<file path="src/rtl/e310_spi_arbiter.sv">
// e310_spi_arbiter
// Two-master arbiter for the shared AD9361 SPI bus. Masters raise a
// level-sensitive req. The arbiter grants round-robin, passes the owner's
// SPI drive onto the shared bus, and routes MISO back to the owner. After
// each transaction the bus is held idle for GUARD_CYCLES cycles. A grant
// that is never used is revoked after GRANT_TIMEOUT cycles.
//
// Ports:
//   bus_clk, bus_rst            clock, synchronous active-high reset
//   req[1:0] / gnt[1:0]         per-master request / registered one-hot grant
//   sen_in, sclk_in, mosi_in    per-master SPI drive (sen_in active-low)
//   miso_out[1:0]               per-master MISO return
//   spi_sen/sclk/mosi, spi_miso shared bus
//   owner, busy                 current or most recent owner; FSM not idle
//   timeout_err, collision_err  single-cycle error pulses
//   trans_cnt0/1, timeout_cnt   statistics
//
// Build option: define E310_SPI_ARB_STATS_EN to build the statistics
// counters. When it is undefined they are tied to zero.
module e310_spi_arbiter #(
    parameter int GUARD_CYCLES  = 4,
    parameter int GRANT_TIMEOUT = 1024
) (
    input  logic        bus_clk,
    input  logic        bus_rst,
    input  logic [1:0]  req,
    output logic [1:0]  gnt,
    input  logic [1:0]  sen_in,
    input  logic [1:0]  sclk_in,
    input  logic [1:0]  mosi_in,
    output logic [1:0]  miso_out,
    output logic        spi_sen,
    output logic        spi_sclk,
    output logic        spi_mosi,
    input  logic        spi_miso,
    output logic        owner,
    output logic        busy,
    output logic        timeout_err,
    output logic        collision_err,
    output logic [15:0] trans_cnt0,
    output logic [15:0] trans_cnt1,
    output logic [7:0]  timeout_cnt
);

    localparam logic [1:0] ST_IDLE   = 2'd0;
    localparam logic [1:0] ST_GRANT  = 2'd1;
    localparam logic [1:0] ST_ACTIVE = 2'd2;
    localparam logic [1:0] ST_GUARD  = 2'd3;

    localparam logic [7:0]  GUARD_LOAD = 8'(GUARD_CYCLES - 1);
    localparam logic [15:0] TMO_LAST   = 16'(GRANT_TIMEOUT - 1);

    logic [1:0]  state_reg, state_next;
    logic [1:0]  gnt_reg, gnt_next;
    logic        owner_reg, owner_next;
    logic        last_reg, last_next;
    logic [7:0]  guard_reg, guard_next;
    logic [15:0] tmo_reg, tmo_next;
    logic        tmo_err_reg, tmo_err_next;
    logic        coll_err_reg;
    logic [1:0]  sen_prev_reg;
    logic [1:0]  coll_hit;
    logic        sel;
    logic        owner_sen;
    logic        owner_req;

    assign owner_sen = sen_in[owner_reg];
    assign owner_req = req[owner_reg];

    // Round-robin: prefer the master that did not own the last transaction.
    assign sel = req[~last_reg] ? ~last_reg : last_reg;

    always_comb begin
        state_next   = state_reg;
        gnt_next     = gnt_reg;
        owner_next   = owner_reg;
        last_next    = last_reg;
        guard_next   = guard_reg;
        tmo_next     = tmo_reg;
        tmo_err_next = 1'b0;
        case (state_reg)
            ST_IDLE: begin
                if (|req) begin
                    state_next = ST_GRANT;
                    owner_next = sel;
                    gnt_next   = sel ? 2'b10 : 2'b01;
                    tmo_next   = '0;
                end
            end
            ST_GRANT: begin
                // SEN already low counts as the start of the transfer.
                if (!owner_sen) begin
                    state_next = ST_ACTIVE;
                end else if (!owner_req) begin
                    // Withdrawn request: last owner is kept so fairness is unchanged.
                    state_next = ST_IDLE;
                    gnt_next   = '0;
                end else if (tmo_reg == TMO_LAST) begin
                    state_next   = ST_IDLE;
                    gnt_next     = '0;
                    tmo_err_next = 1'b1;
                    last_next    = owner_reg;
                end else begin
                    tmo_next = tmo_reg + 16'd1;
                end
            end
            ST_ACTIVE: begin
                // req is deliberately ignored here; only SEN ends the transfer.
                if (owner_sen) begin
                    state_next = ST_GUARD;
                    gnt_next   = '0;
                    guard_next = GUARD_LOAD;
                    last_next  = owner_reg;
                end
            end
            default: begin
                if (guard_reg == 8'd0) begin
                    state_next = ST_IDLE;
                end else begin
                    guard_next = guard_reg - 8'd1;
                end
            end
        endcase
    end

    // Falling SEN from the master that does not own the bus while it is busy.
    genvar gi;
    generate
        for (gi = 0; gi < 2; gi++) begin : g_master
            assign coll_hit[gi] = (state_reg != ST_IDLE) && (owner_reg != 1'(gi))
                                  && sen_prev_reg[gi] && !sen_in[gi];
            assign miso_out[gi] = (state_reg == ST_ACTIVE) && (owner_reg == 1'(gi))
                                  && spi_miso;
        end
    endgenerate

    always_ff @(posedge bus_clk) begin
        if (bus_rst) begin
            state_reg    <= ST_IDLE;
            gnt_reg      <= '0;
            owner_reg    <= 1'b0;
            last_reg     <= 1'b1;
            guard_reg    <= '0;
            tmo_reg      <= '0;
            tmo_err_reg  <= 1'b0;
            coll_err_reg <= 1'b0;
            // Track live SEN through reset so a level held low is not seen as an edge.
            sen_prev_reg <= sen_in;
        end else begin
            state_reg    <= state_next;
            gnt_reg      <= gnt_next;
            owner_reg    <= owner_next;
            last_reg     <= last_next;
            guard_reg    <= guard_next;
            tmo_reg      <= tmo_next;
            tmo_err_reg  <= tmo_err_next;
            coll_err_reg <= |coll_hit;
            sen_prev_reg <= sen_in;
        end
    end

    // Shared bus follows the owner combinationally while granted or active.
    always_comb begin
        spi_sen  = 1'b1;
        spi_sclk = 1'b0;
        spi_mosi = 1'b0;
        if (state_reg == ST_GRANT || state_reg == ST_ACTIVE) begin
            spi_sen  = sen_in[owner_reg];
            spi_sclk = sclk_in[owner_reg];
            spi_mosi = mosi_in[owner_reg];
        end
    end

    assign gnt           = gnt_reg;
    assign owner         = owner_reg;
    assign busy          = (state_reg != ST_IDLE);
    assign timeout_err   = tmo_err_reg;
    assign collision_err = coll_err_reg;

`ifdef E310_SPI_ARB_STATS_EN
    logic [15:0] tc0_reg, tc1_reg;
    logic [7:0]  tmo_cnt_reg;
    logic        txn_done;

    assign txn_done = (state_reg == ST_ACTIVE) && owner_sen;

    always_ff @(posedge bus_clk) begin
        if (bus_rst) begin
            tc0_reg     <= '0;
            tc1_reg     <= '0;
            tmo_cnt_reg <= '0;
        end else begin
            if (txn_done && !owner_reg) tc0_reg <= tc0_reg + 16'd1;
            if (txn_done &&  owner_reg) tc1_reg <= tc1_reg + 16'd1;
            if (tmo_err_next && tmo_cnt_reg != 8'hFF) tmo_cnt_reg <= tmo_cnt_reg + 8'd1;
        end
    end

    assign trans_cnt0  = tc0_reg;
    assign trans_cnt1  = tc1_reg;
    assign timeout_cnt = tmo_cnt_reg;
`else
    assign trans_cnt0  = '0;
    assign trans_cnt1  = '0;
    assign timeout_cnt = '0;
`endif

endmodule

</file>
<file path="config.mk">
export PLATFORM = sky130hd
export DESIGN_NAME = e310_spi_arbiter
export DESIGN_NICKNAME = d
export VERILOG_FILES = /design/src/rtl/e310_spi_arbiter.sv
export SDC_FILE = /design/constraint.sdc
export NUM_CORES = 1
export LEC_CHECK = 0
export BUFFER_PORTS_ARGS = -buffer_cell sky130_fd_sc_hd__clkbuf_2
export CAP_MARGIN = 40
export CELL_PAD_IN_SITES_DETAIL_PLACEMENT = 1
export CELL_PAD_IN_SITES_GLOBAL_PLACEMENT = 1
export CORE_AREA = 3 3 85 87
export CTS_BUF_LIST = sky130_fd_sc_hd__clkbuf_8 sky130_fd_sc_hd__clkbuf_16
export DETAILED_ROUTE_END_ITERATION = 6
export DIE_AREA = 0 0 88 90
export GPL_ROUTABILITY_DRIVEN = 0
export GPL_TIMING_DRIVEN = 1
export PLACE_DENSITY_LB_ADDON = 0.3
export SYNTH_ARGS = -nofsm -noshare
export SYNTH_HDL_FRONTEND = slang
export SYNTH_SLANG_ARGS = --single-unit
</file>
<file path="constraint.sdc">
create_clock -name bus_clk -period 2.1 [get_ports bus_clk]
set_clock_uncertainty 0.1 [all_clocks]
set_input_delay 0.21 -clock bus_clk [delete_from_list [all_inputs] [get_ports bus_clk]]
set_output_delay 0.21 -clock bus_clk [all_outputs]
set_load 0.1 [all_outputs]
</file>
# [Word level (Yosys, flattened, before mapping)]
# Cells that the tools add are included.
[totals] ff_bits=34 input_bits=11 output_inout_bits=51 word_cells=101
[op_classes] n_addsub=2 n_lt_le_gt_ge=2 eq_ne=12 mux=40 bitwise_logic=6 n_reduce_logical=30
[ops] op="two-way mux 16 bit" count=4
[ops] op="one-hot mux 16 bit (2 select lines)" count=1
[ops] op="two-way mux 2 bit" count=10
[ops] op="two-way mux 1 bit" count=19
[ops] op="adder 16 x 1 -> 16 bit (second input constant)" count=1
[ops] op="equality test 16 x 10 -> 1 bit (second input constant)" count=1
[ops] op="two-way mux 8 bit" count=2
[ops] op="one-hot mux 8 bit (2 select lines)" count=1
[ops] op="AND reduction 5 bit" count=3
[ops] op="inequality test 2 bit (second input constant)" count=6
[ops] op="one-hot mux 2 bit (3 select lines)" count=2
[ops] op="logical AND 1 bit" count=10
[ops] op="logical NOT 8 bit" count=1
[ops] op="subtractor 8 x 1 -> 8 bit (second input constant)" count=1
[ops] op="inverter 1 bit" count=6
[ops] op="nonzero test 2 bit" count=3
[ops] op="OR reduction 2 bit" count=3
[ops] op="less-than comparator 1 x 2 -> 1 bit (second input constant)" count=2
[ops] op="inequality test 4 bit (second input constant)" count=1
[ops] op="AND reduction 4 bit" count=1
[ops] op="nonzero test 4 bit" count=1
[ops] op="OR reduction 4 bit" count=1
[ops] op="inequality test 3 bit (second input constant)" count=1
[ops] op="AND reduction 3 bit" count=1
[ops] op="other kinds (9)" count=10

# [Logic depth before layout (Yosys ltp)]
# Gate-level depths: netlist of run 1.
[depth] ltp_word=7 mapped_depth=10 mapped_depth_nobuf=7

# [Worst setup path after synthesis of run 1]
# No wires, ideal clock.
[synth_path] kind="reg-to-output" start="reg owner_reg, in the netlist owner" end="out spi_mosi" arrival_ps=2699 required_ps=1790 slack_ps=-909 path_stages_with_launch=4 path_buffers=1 cell_sequence="dfxtp_1 > buf_4 > mux2i_1 > nor2b_1"
[synth_via] elab_chain_len=3
[synth_rtl] element="start, declared" line="55" rtl="logic owner_reg, owner_next;"
[synth_rtl] element="start signal, assigned" line="152" rtl="owner_reg <= owner_next;"
[synth_rtl] element="two-way mux 1 bit (not written as such) (2 in a row)" line="170" rtl="spi_mosi = mosi_in[owner_reg];"
[synth_rtl] element="two-way mux 1 bit" line="167" rtl="if (state_reg == ST_GRANT || state_reg == ST_ACTIVE) begin"
[synth_rtl] element="end, declared" line="34" rtl="output logic spi_mosi,"
# Every way passes these cells. The select of a mux whose other input is x is not followed.

# [Worst setup path after layout of run 1]
[layout_path] start="reg tmo_reg[13]" end="reg gnt_reg[0], in the netlist gnt[0]"
[layout_via] elab_chain_len=3
[layout_rtl] element="start, declared" line="58" rtl="logic [15:0] tmo_reg, tmo_next;"
[layout_rtl] element="start signal, assigned" line="155" rtl="tmo_reg <= tmo_next;"
[layout_rtl] element="equality test 16 x 10 -> 1 bit" line="98" rtl="end else if (tmo_reg == TMO_LAST) begin"
[layout_rtl] element="inequality test 3 bit (no line)"
[layout_rtl] element="AND reduction 5 bit (no line)"
[layout_rtl] element="end signal, assigned" line="151" rtl="gnt_reg <= gnt_next;"
[layout_rtl] element="end, declared" line="54" rtl="logic [1:0] gnt_reg, gnt_next;"
# Every way passes these cells.
# A chain may end at the register's enable or synchronous reset.

==> results of run 1 <==
[layout make-up]
cell class	instances	area, um^2	area share
multi-input combinational	212	1380	0.498
sequential	34	689	0.248
timing repair buffer	63	449	0.162
tap	77	96.3	0.0347
clock buffer	5	68.8	0.0248
inverter	13	48.8	0.0176
clock inverter	3	40.0	0.0144
[critical path: cells and delay by family, from the launching register on]
kind               cells  cell delay (ps)
AOI/OAI and AO/OA      2              270
and+or+nand+nor        3             1380
DFF                    1              360
[repair_timing]
item / CTS / global route
endpoints found under the hold margin: 2 / 0
hold buffers: 2 / 0
gates cloned: 1 / 0
pin swaps: 0 / 7
buffers inserted: 3 / 7
gates resized for setup: 4 / 30
setup endpoints to repair: 2 / 24
[cells by family (layout without fill, tap and decap cells)]
group | count (synthesis) | after routing | share of synthesized area
compound gates | 55 | 55 | 0.177
xor+xnor | 6 | 6 | 0.0237
fa+ha+maj | 7 | 7 | 0.0394
buf+inv | 66 | 84 | 0.185
flops | 34 | 34 | 0.306
mux | 6 | 6 | 0.0270
other cells | 1 | 40 | 0.00169
simple gates | 98 | 98 | 0.240
[synth_stat cells (all sizes together) (2+ instances only)]
cell type  instances
buf               48
dfxtp             34
nor2              24
nand2             18
inv               13
nand3             12
nor3              12
a21oi             10
ha                 7
o21ai              7
a211oi             6
a311oi             6
mux2i              6
o211ai             6
a31oi              5
clkbuf             5
nor4               5
a41oi              4
nand2b             4
nor2b              4
and3               3
nand3b             3
xnor2              3
xor2               3
a32oi              2
or3b               2
or4                2
[final timing paths]
path / start / endpoint / depth (start not counted)
max: tmo_reg[13]$_SDFFE_PP0P_ / gnt[0]$_SDFFE_PP0P_ / 5
min: req[1] / owner$_SDFFE_PP0P_ / 3
max reg2reg: tmo_reg[13]$_SDFFE_PP0P_ / gnt[0]$_SDFFE_PP0P_ / 5
min reg2reg: gnt[1]$_SDFFE_PP0P_ / gnt[1]$_SDFFE_PP0P_ / 2
[metrics by stage]
stage          cells  cell area [um^2]
2_1_floorplan    312              2390
3_3_place_gp     386              2460
3_5_place_dp     386              2460
4_1_cts          400              2620
5_1_grt          407              2780
6_report         407              2780
[power by group]
part | switching (mW) | internal (mW)
Sequential | 0.0930 | 0.770
Combinational | 1.54 | 0.809
Clock | 0.259 | 0.349
Total | 1.89 | 1.93
[routing by layer]
layer	vias up	wire length, um
met5	-	0
met4	0	172
met3	15	225
met2	53	2850
met1	985	2730
li1	1001	-
[layout by cell type (no fill, tap or decap), drive strengths merged, types with 2 or more instances in the layout]
cell type    instances
nor2                24
ha                   7
xnor2                3
dlygate4sd3          2
o21ai                7
clkinv               2
o211ai               6
nor2b                4
a41oi                4
a211oi               6
xor2                 3
nand3               12
buf                 44
a311oi               6
a32oi                2
mux2i                6
nor4                 5
or3b                 2
and3                 3
inv                 13
dfxtp               34
clkbuf              22
conb                40
a31oi                5
nand3b               3
or4                  2
a21oi               10
nor3                12
nand2b               4
nand2               18
==> impl_metrics.env, run 1 <==
export IMPL_maxCapViolCount=0
export IMPL_dp_slack_ps=-30.7
export IMPL_violations="negative setup slack"
export IMPL_timing_final_hold_violations=0
export IMPL_seq_area_frac_synth=0.306
export IMPL_num_rows=29
export IMPL_cp_slowest_stage_delay_ps=540
export IMPL_die_h_um=90
export IMPL_cellLeakagePower_nw=1.13
export IMPL_initial_utilization=0.346
export IMPL_n_antenna_cell=0
export IMPL_cts_tree="yes"
export IMPL_finalCriticalPeriod_ps=2170
export IMPL_die_width_um=88
export IMPL_firstDrtPassIters=4
export IMPL_grt_util_all_layers=0.152
export IMPL_end_kind="flip-flop"
export IMPL_async_flop_share=0
export IMPL_synth_area_leaders="dfxtp_1 31%, buf_4 14%, nor2_1 4.1%"
export IMPL_nFillCells=788
export IMPL_max_slew_margin=0.640
export IMPL_gr_max_usage_layer="met2"
export IMPL_pin_count=62
export IMPL_setup_ws_ps=-72.5
export IMPL_via_per_inst=5.05
export IMPL_setup_viol=3
export IMPL_ys_types=53
export IMPL_largest_reg_flops=16
export IMPL_wl_um=5980
export IMPL_cts_max_level=2
export IMPL_fin_crit_sh=1.03
export IMPL_grt_pass1_vias=2049
export IMPL_holdWs_ps=208
export IMPL_cts_clk_slew_worst_paths_ps=70
export IMPL_met1_usage=0.192
export IMPL_place_hpwl_um=4170
export IMPL_status="finished, violations left"
export IMPL_drv_slew=0
export IMPL_fin_util=0.432
export IMPL_netlist_area_um2=2220
export IMPL_clk_latency_ps=290
export IMPL_hp_class="primary input to flip-flop"
export IMPL_slowest_stage="or4b_4"
export IMPL_yosys_register_bits=34
export IMPL_powerDensity_nw_per_um2=1380
export IMPL_grtUsageMet3=0.0311
export IMPL_area_delta_synth_final_pct=24.9
export IMPL_rsz0062_at_grt="true"
export IMPL_grt_first_pass_wirelength_um=9650
export IMPL_synth_edf_count=0
export IMPL_drt_iter0_drc=55
export IMPL_tightestPinTransition_ps=542
export IMPL_cts_made_buffers=5
export IMPL_drcViolationCount=0
export IMPL_required_ps=2230
export IMPL_vdd_ir_drop_max_mv=0.707
export IMPL_p_total_mw=3.82
export IMPL_fin_setup_tns_ps=-133
export IMPL_nets=347
export IMPL_grt_overflow_total=0
export IMPL_avgSynthCellArea_um2=8.14
export IMPL_use_met2=0.241
export IMPL_grt_max_degree=23
export IMPL_root_buffer="clkbuf_8"
export IMPL_synth_ff_type="dfxtp_1"
export IMPL_startpoint_type="flip-flop"
export IMPL_dr_total_vias=2054
export IMPL_postSynthCellCount=273
export IMPL_port_buffer_count=21
export IMPL_die_area_um2=7920
export IMPL_cp_data_arrival_time_ps=2310
export IMPL_ant_nets=0
export IMPL_crit_type="flip-flop to flip-flop"
export IMPL_drive_gt1_frac=0.297
export IMPL_antenna_found_initial=0
export IMPL_crit_chain="or4_4, nor3_4, a211oi_2, or4b_4, a21oi_2"
export IMPL_core_region_area_um2=6420
export IMPL_yosysTopAreaCell="dfxtp_1"
export IMPL_max_freq_ghz=0.460
export IMPL_yosys_warnings=0
export IMPL_avgRoutedWirePerCell_um=14.7
export IMPL_yosys_area_top_type_share=0.306
export IMPL_clock_sinks=34
export IMPL_crit_fanout=4
export IMPL_reg2reg_setup_slack_ps=-70
export IMPL_cts_buffer_depth=2
(Power assumes the default switching activity.)
==> run 2: changes to the inputs <==
Settings changed: ABC_AREA set to 1, CORE_AREA 3 3 85 87 to 3 3 91 93, DIE_AREA 0 0 88 90 to 0 0 94 96.
==> impl_metrics.env, run 2 <==
export IMPL_yosys_area_top_type_share=0.270
export IMPL_drv_slew=0
export IMPL_async_flop_share=0
export IMPL_core_region_area_um2=7610
export IMPL_dr_wl_met2_um=2940
export IMPL_cp_data_arrival_time_ps=1610
export IMPL_reg2regPathDepth=10
export IMPL_r2r_start="state_reg[1]$_SDFFE_PP0P_"
export IMPL_place_hpwl_um=4830
export IMPL_reg2reg_to="tmo_reg[2]$_SDFFE_PP0P_"
export IMPL_status="finished, final reports clean"
export IMPL_largest_reg_flops=16
export IMPL_nets=430
export IMPL_multiInputGateArea_um2=1480
export IMPL_drive_gt1_frac=0.184
export IMPL_fin_util=0.375
export IMPL_met3_length_um=207
export IMPL_pin_count=62
export IMPL_synth_area_leaders="dfxtp_1 27%, nand2_1 14%, buf_4 13%"
export IMPL_grt_pass1_vias=2258
export IMPL_dr_total_vias=2278
export IMPL_drt_iter0_drc=59
export IMPL_antenna_found_initial=0
export IMPL_setup_viol=0
export IMPL_end_kind="output pin"
export IMPL_internal_power_mw=1.92
export IMPL_maxCapViolCount=0
export IMPL_vdd_ir_drop_max_mv=0.556
export IMPL_p_comb_frac=0.600
export IMPL_maxUsedRoutingLayer="met4"
export IMPL_cts_made_buffers=5
export IMPL_holdPathStages=2
export IMPL_powerDensity_nw_per_um2=1440
export IMPL_die_area_um2=9020
export IMPL_p_sw_frac=0.533
export IMPL_regArea_um2=683
export IMPL_cts_buffer_depth=2
export IMPL_cts_clk_slew_worst_paths_ps=80
export IMPL_p_sw_mw=2.20
export IMPL_area_delta_synth_final_pct=13.4
export IMPL_cts_tree="yes"
export IMPL_grt_first_pass_wirelength_um=10400
export IMPL_die_width_um=94
export IMPL_required_ps=1790
export IMPL_mostFrequentLayoutCell="nand2_1"
export IMPL_reg2reg_setup_slack_ps=240
export IMPL_layout_common_cells="95 x nand2_1, 46 x nor2_1, 41 x inv_1, 40 x conb_1, 32 x dfxtp_1"
export IMPL_yosysMostFrequentCell="nand2_1"
export IMPL_firstDrtPassIters=4
export IMPL_crit_type="flip-flop to output pin"
export IMPL_yosysTopAreaCell="dfxtp_1"
export IMPL_startpoint_type="flip-flop"
export IMPL_hp_class="primary input to flip-flop"
export IMPL_met1Wirelength_um=2870
export IMPL_timing_final_hold_violations=0
export IMPL_crit_fanout=5
export IMPL_avgSynthCellArea_um2=6.58
export IMPL_fin_setup_tns_ps=0
export IMPL_tightestPinTransition_ps=542
export IMPL_num_rows=32
export IMPL_ys_types=36
export IMPL_grt_util_all_layers=0.143
export IMPL_avgRoutedWirePerCell_um=11.8
export IMPL_seq_area_frac_synth=0.270
export IMPL_pwr_share_clk=0.185
export IMPL_yosys_register_bits=34
export IMPL_drcViolationCount=0
export IMPL_n_antenna_cell=0
export IMPL_grt_max_degree=15
export IMPL_crit_start="state_reg[1]$_SDFFE_PP0P_"
export IMPL_port_buffer_count=21
export IMPL_seqPwrFrac=0.215
export IMPL_root_buffer="clkbuf_8"
export IMPL_netlist_area_um2=2520
export IMPL_die_h_um=96
export IMPL_wl_um=6100
export IMPL_finalCriticalPeriod_ps=1920
export IMPL_endpoint="spi_mosi"
export IMPL_max_freq_ghz=0.520
export IMPL_yosys_warnings=0
export IMPL_fin_crit_sh=0.916
export IMPL_synth_ff_type="dfxtp_1"
export IMPL_postSynthCellCount=383
export IMPL_nFillCells=1026
export IMPL_cts_max_level=2
export IMPL_grt_overflow_total=0
export IMPL_rsz0062_at_grt="false"
export IMPL_initial_utilization=0.331
export IMPL_ant_nets=0
export IMPL_cellLeakagePower_nw=1.36
export IMPL_via_per_inst=4.42
export IMPL_synth_common_cells="95 x nand2_1, 48 x nor2_1, 42 x buf_4"
export IMPL_clock_sinks=34
export IMPL_max_slew_margin=0.640
export IMPL_clk_latency_ps=290
export IMPL_synth_edf_count=0
-- run 2: area by class of cell --
cell class,count,share of cell area
clock buffer,6,0.0289
tap,102,0.0447
timing repair buffer,30,0.0841
clock inverter,2,0.0210
sequential,34,0.239
multi-input combinational,294,0.518
inverter,47,0.0644
-- run 2: worst min-delay path by stage --
stage | start | to
6_report | bus_rst | guard_reg[5]$_SDFFE_PP0P_
5_1_grt | bus_rst | guard_reg[2]$_SDFFE_PP0P_
4_1_cts | bus_rst | guard_reg[7]$_SDFFE_PP0P_
3_5_place_dp | sen_in[0] | sen_prev_reg[0]$_DFF_P_
3_3_place_gp | sen_in[1] | sen_prev_reg[1]$_DFF_P_
2_1_floorplan | sen_in[0] | sen_prev_reg[0]$_DFF_P_
-- run 2: kinds of logic (layout without fill, tap and decap cells) --
kind of cell	after synthesis	count (layout)	share of synthesized area
other	1	40	0.00149
AND/OR/NAND/NOR	199	199	0.360
AO/OA/AOI/OAI	40	40	0.0919
buffers and inverters	94	85	0.214
XOR/XNOR	8	8	0.0278
adder cells (fa/ha/maj)	7	7	0.0348
flip-flops	34	34	0.270
-- run 2: repair_timing --
item / in CTS / in global routing
hold buffers: 2 / 0
setup endpoints to repair: 0 / 2
setup buffers: 0 / 0
hold endpoints to repair: 2 / 0
gates resized for setup: 0 / 1
-- run 2: power groups by stage --
stage          clock network [mW]  registers (mW)  logic, mW
2_1_floorplan                   0            1.02       1.94
3_3_place_gp                    0           0.896       2.46
3_5_place_dp                    0           0.900       2.49
4_1_cts                     0.787           0.885       2.50
5_1_grt                     0.828           0.908       2.71
6_report                    0.764           0.886       2.47
-- run 2: layer usage --
layer | up-vias | GRT usage
li1 | 1172 | -
met1 | 1056 | 0.185
met2 | 42 | 0.242
met3 | 8 | 0.0289
met4 | 0 | 0.0397
met5 | - | 0
-- run 2: per-stage QoR --
step | instances | hold slack [ps] | instance area [um^2] | power [mW] | setup slack, ps
2_1_floorplan | 422 | 138 | 2700 | 2.96 | 29.5
3_3_place_gp | 505 | 252 | 2690 | 3.36 | 301
3_5_place_dp | 505 | 256 | 2690 | 3.39 | 214
4_1_cts | 515 | 110 | 2860 | 4.17 | 97.6
5_1_grt | 515 | 118 | 2860 | 4.45 | 28.5
6_report | 515 | 116 | 2860 | 4.12 | 177
-- run 2: worst max-delay path, cell delays in order, from the launching register on --
cell	delay, ps
dfxtp_1	380
inv_1	90
ha_1	360
o21ai_0	160
nor2_4	130
buf_12	180
==> run 3: changes to the inputs <==
Settings changed: CELL_PAD_IN_SITES_DETAIL_PLACEMENT 1 to 0.
==> impl_metrics.env, run 3 (synthesis gave the netlist of run 2 again) <==
export IMPL_num_rows=32
export IMPL_finalCriticalPeriod_ps=1970
export IMPL_vdd_ir_drop_max_mv=0.633
export IMPL_wl_um=5580
export IMPL_clock_sinks=34
export IMPL_cts_clk_slew_worst_paths_ps=80
export IMPL_pwr_share_clk=0.185
export IMPL_holdWs_ps=98.8
export IMPL_avgRoutedWirePerCell_um=10.8
export IMPL_clk_latency_ps=300
export IMPL_die_h_um=96
export IMPL_drv_slew=0
export IMPL_grt_first_pass_wirelength_um=9190
export IMPL_grt_pass1_vias=2006
export IMPL_timing_final_hold_violations=0
export IMPL_ant_nets=0
export IMPL_dr_wl_met2_um=2550
export IMPL_setup_viol=0
export IMPL_end_kind="output pin"
export IMPL_seqPwrFrac=0.217
export IMPL_drt_iter0_drc=68
export IMPL_crit_fanout=5
export IMPL_status="finished, final reports clean"
export IMPL_hp_class="primary input to flip-flop"
export IMPL_nets=430
export IMPL_internal_power_mw=1.89
export IMPL_core_region_area_um2=7610
export IMPL_grt_overflow_total=0
export IMPL_crit_type="flip-flop to output pin"
export IMPL_layout_common_cells="95 x nand2_1, 46 x nor2_1, 41 x inv_1, 40 x conb_1, 33 x dfxtp_1"
export IMPL_cts_max_level=2
export IMPL_reg2reg_setup_slack_ps=230
export IMPL_grt_util_all_layers=0.128
export IMPL_cellLeakagePower_nw=1.35
export IMPL_fin_setup_tns_ps=0
export IMPL_met3_length_um=242
export IMPL_mostFrequentLayoutCell="nand2_1"
export IMPL_met1Wirelength_um=2700
export IMPL_cts_tree="yes"
export IMPL_max_freq_ghz=0.508
export IMPL_rsz0062_at_grt="false"
export IMPL_multiInputGateArea_um2=1480
export IMPL_root_buffer="clkbuf_8"
export IMPL_drcViolationCount=0
export IMPL_p_sw_frac=0.537
export IMPL_n_antenna_cell=0
export IMPL_die_width_um=94
export IMPL_fin_crit_sh=0.937
export IMPL_nFillCells=835
export IMPL_dr_total_vias=2186
export IMPL_startpoint_type="flip-flop"
export IMPL_drive_gt1_frac=0.182
export IMPL_p_comb_frac=0.598
export IMPL_die_area_um2=9020
export IMPL_grt_max_degree=15
export IMPL_antenna_found_initial=0
export IMPL_firstDrtPassIters=5
export IMPL_regArea_um2=682
export IMPL_tightestPinTransition_ps=549
export IMPL_pin_count=62
export IMPL_cts_buffer_depth=2
export IMPL_initial_utilization=0.331
export IMPL_largest_reg_flops=16
export IMPL_area_delta_synth_final_pct=13.1
export IMPL_cp_data_arrival_time_ps=1660
export IMPL_required_ps=1790
export IMPL_ctsResizeCount=0
export IMPL_via_per_inst=4.24
export IMPL_maxUsedRoutingLayer="met4"
export IMPL_powerDensity_nw_per_um2=1430
export IMPL_maxCapViolCount=0
export IMPL_p_sw_mw=2.19
export IMPL_max_slew_margin=0.636
export IMPL_cts_made_buffers=5
export IMPL_place_hpwl_um=4240
export IMPL_port_buffer_count=21
run 3: cell count changes in the layout (fill, tap and decap cells not counted):
cell	before	now
clkbuf_8	6	5
clkinv_4	1	2
dfxtp_1	32	33
dfxtp_2	2	1
run 3: critical path, stage by stage (launching register included):
cell and delay, ps:
dfxtp_1 410, inv_1 90, ha_1 370, o21ai_0 170
nor2_4 140, buf_12 180
run 3: power groups by stage:
stage	Clock [mW]	Combinational [mW]	Sequential (mW)
3_3_place_gp	0	2.46	0.896
5_1_grt	0.796	2.69	0.904
3_5_place_dp	0	2.44	0.897
2_1_floorplan	0	1.94	1.02
4_1_cts	0.774	2.46	0.882
6_report	0.755	2.44	0.883
run 3: timing repair:
action | CTS | global route
hold buffers | 2 | 0
buffers inserted | 0 | 0
hold endpoints to repair | 2 | 0
run 3: path summary, 6_finish.rpt:
kind / startpoint / endpoint / depth (start not counted)
worst max register to register: state_reg[0]$_SDFFE_PP0P_ / tmo_reg[2]$_SDFFE_PP0P_ / 10
worst min-delay path: bus_rst / guard_reg[2]$_SDFFE_PP0P_ / 2
worst min register to register: last_reg$_SDFFE_PP1P_ / last_reg$_SDFFE_PP1P_ / 2
worst max-delay path: state_reg[0]$_SDFFE_PP0P_ / spi_mosi / 5
run 3: area by class of cell:
cell class,count,share of cell area
clock buffer,5,0.0241
clock inverter,3,0.0241
inverter,47,0.0645
multi-input combinational,294,0.519
sequential,34,0.239
tap,102,0.0448
timing repair buffer,30,0.0843
run 3: through the flow:
stage                     power (mW)  cell area, um^2   util  worst slack, ps  instances
after floorplan                 2.96             2700      -             29.5        422
after global placement          3.36             2690  0.354              301        505
after detailed placement        3.34             2690  0.354              241        505
after CTS                       4.11             2850  0.375             97.3        515
after global routing            4.39             2850  0.375             4.44        515
final                           4.08             2850  0.375              132        515
run 3: metal layers:
| metal | up-vias | GRT usage |
|---|---|---|
| li1 | 1176 | - |
| met1 | 955 | 0.166 |
| met2 | 47 | 0.215 |
| met3 | 8 | 0.0235 |
| met4 | 0 | 0.0433 |
| met5 | - | 0 |
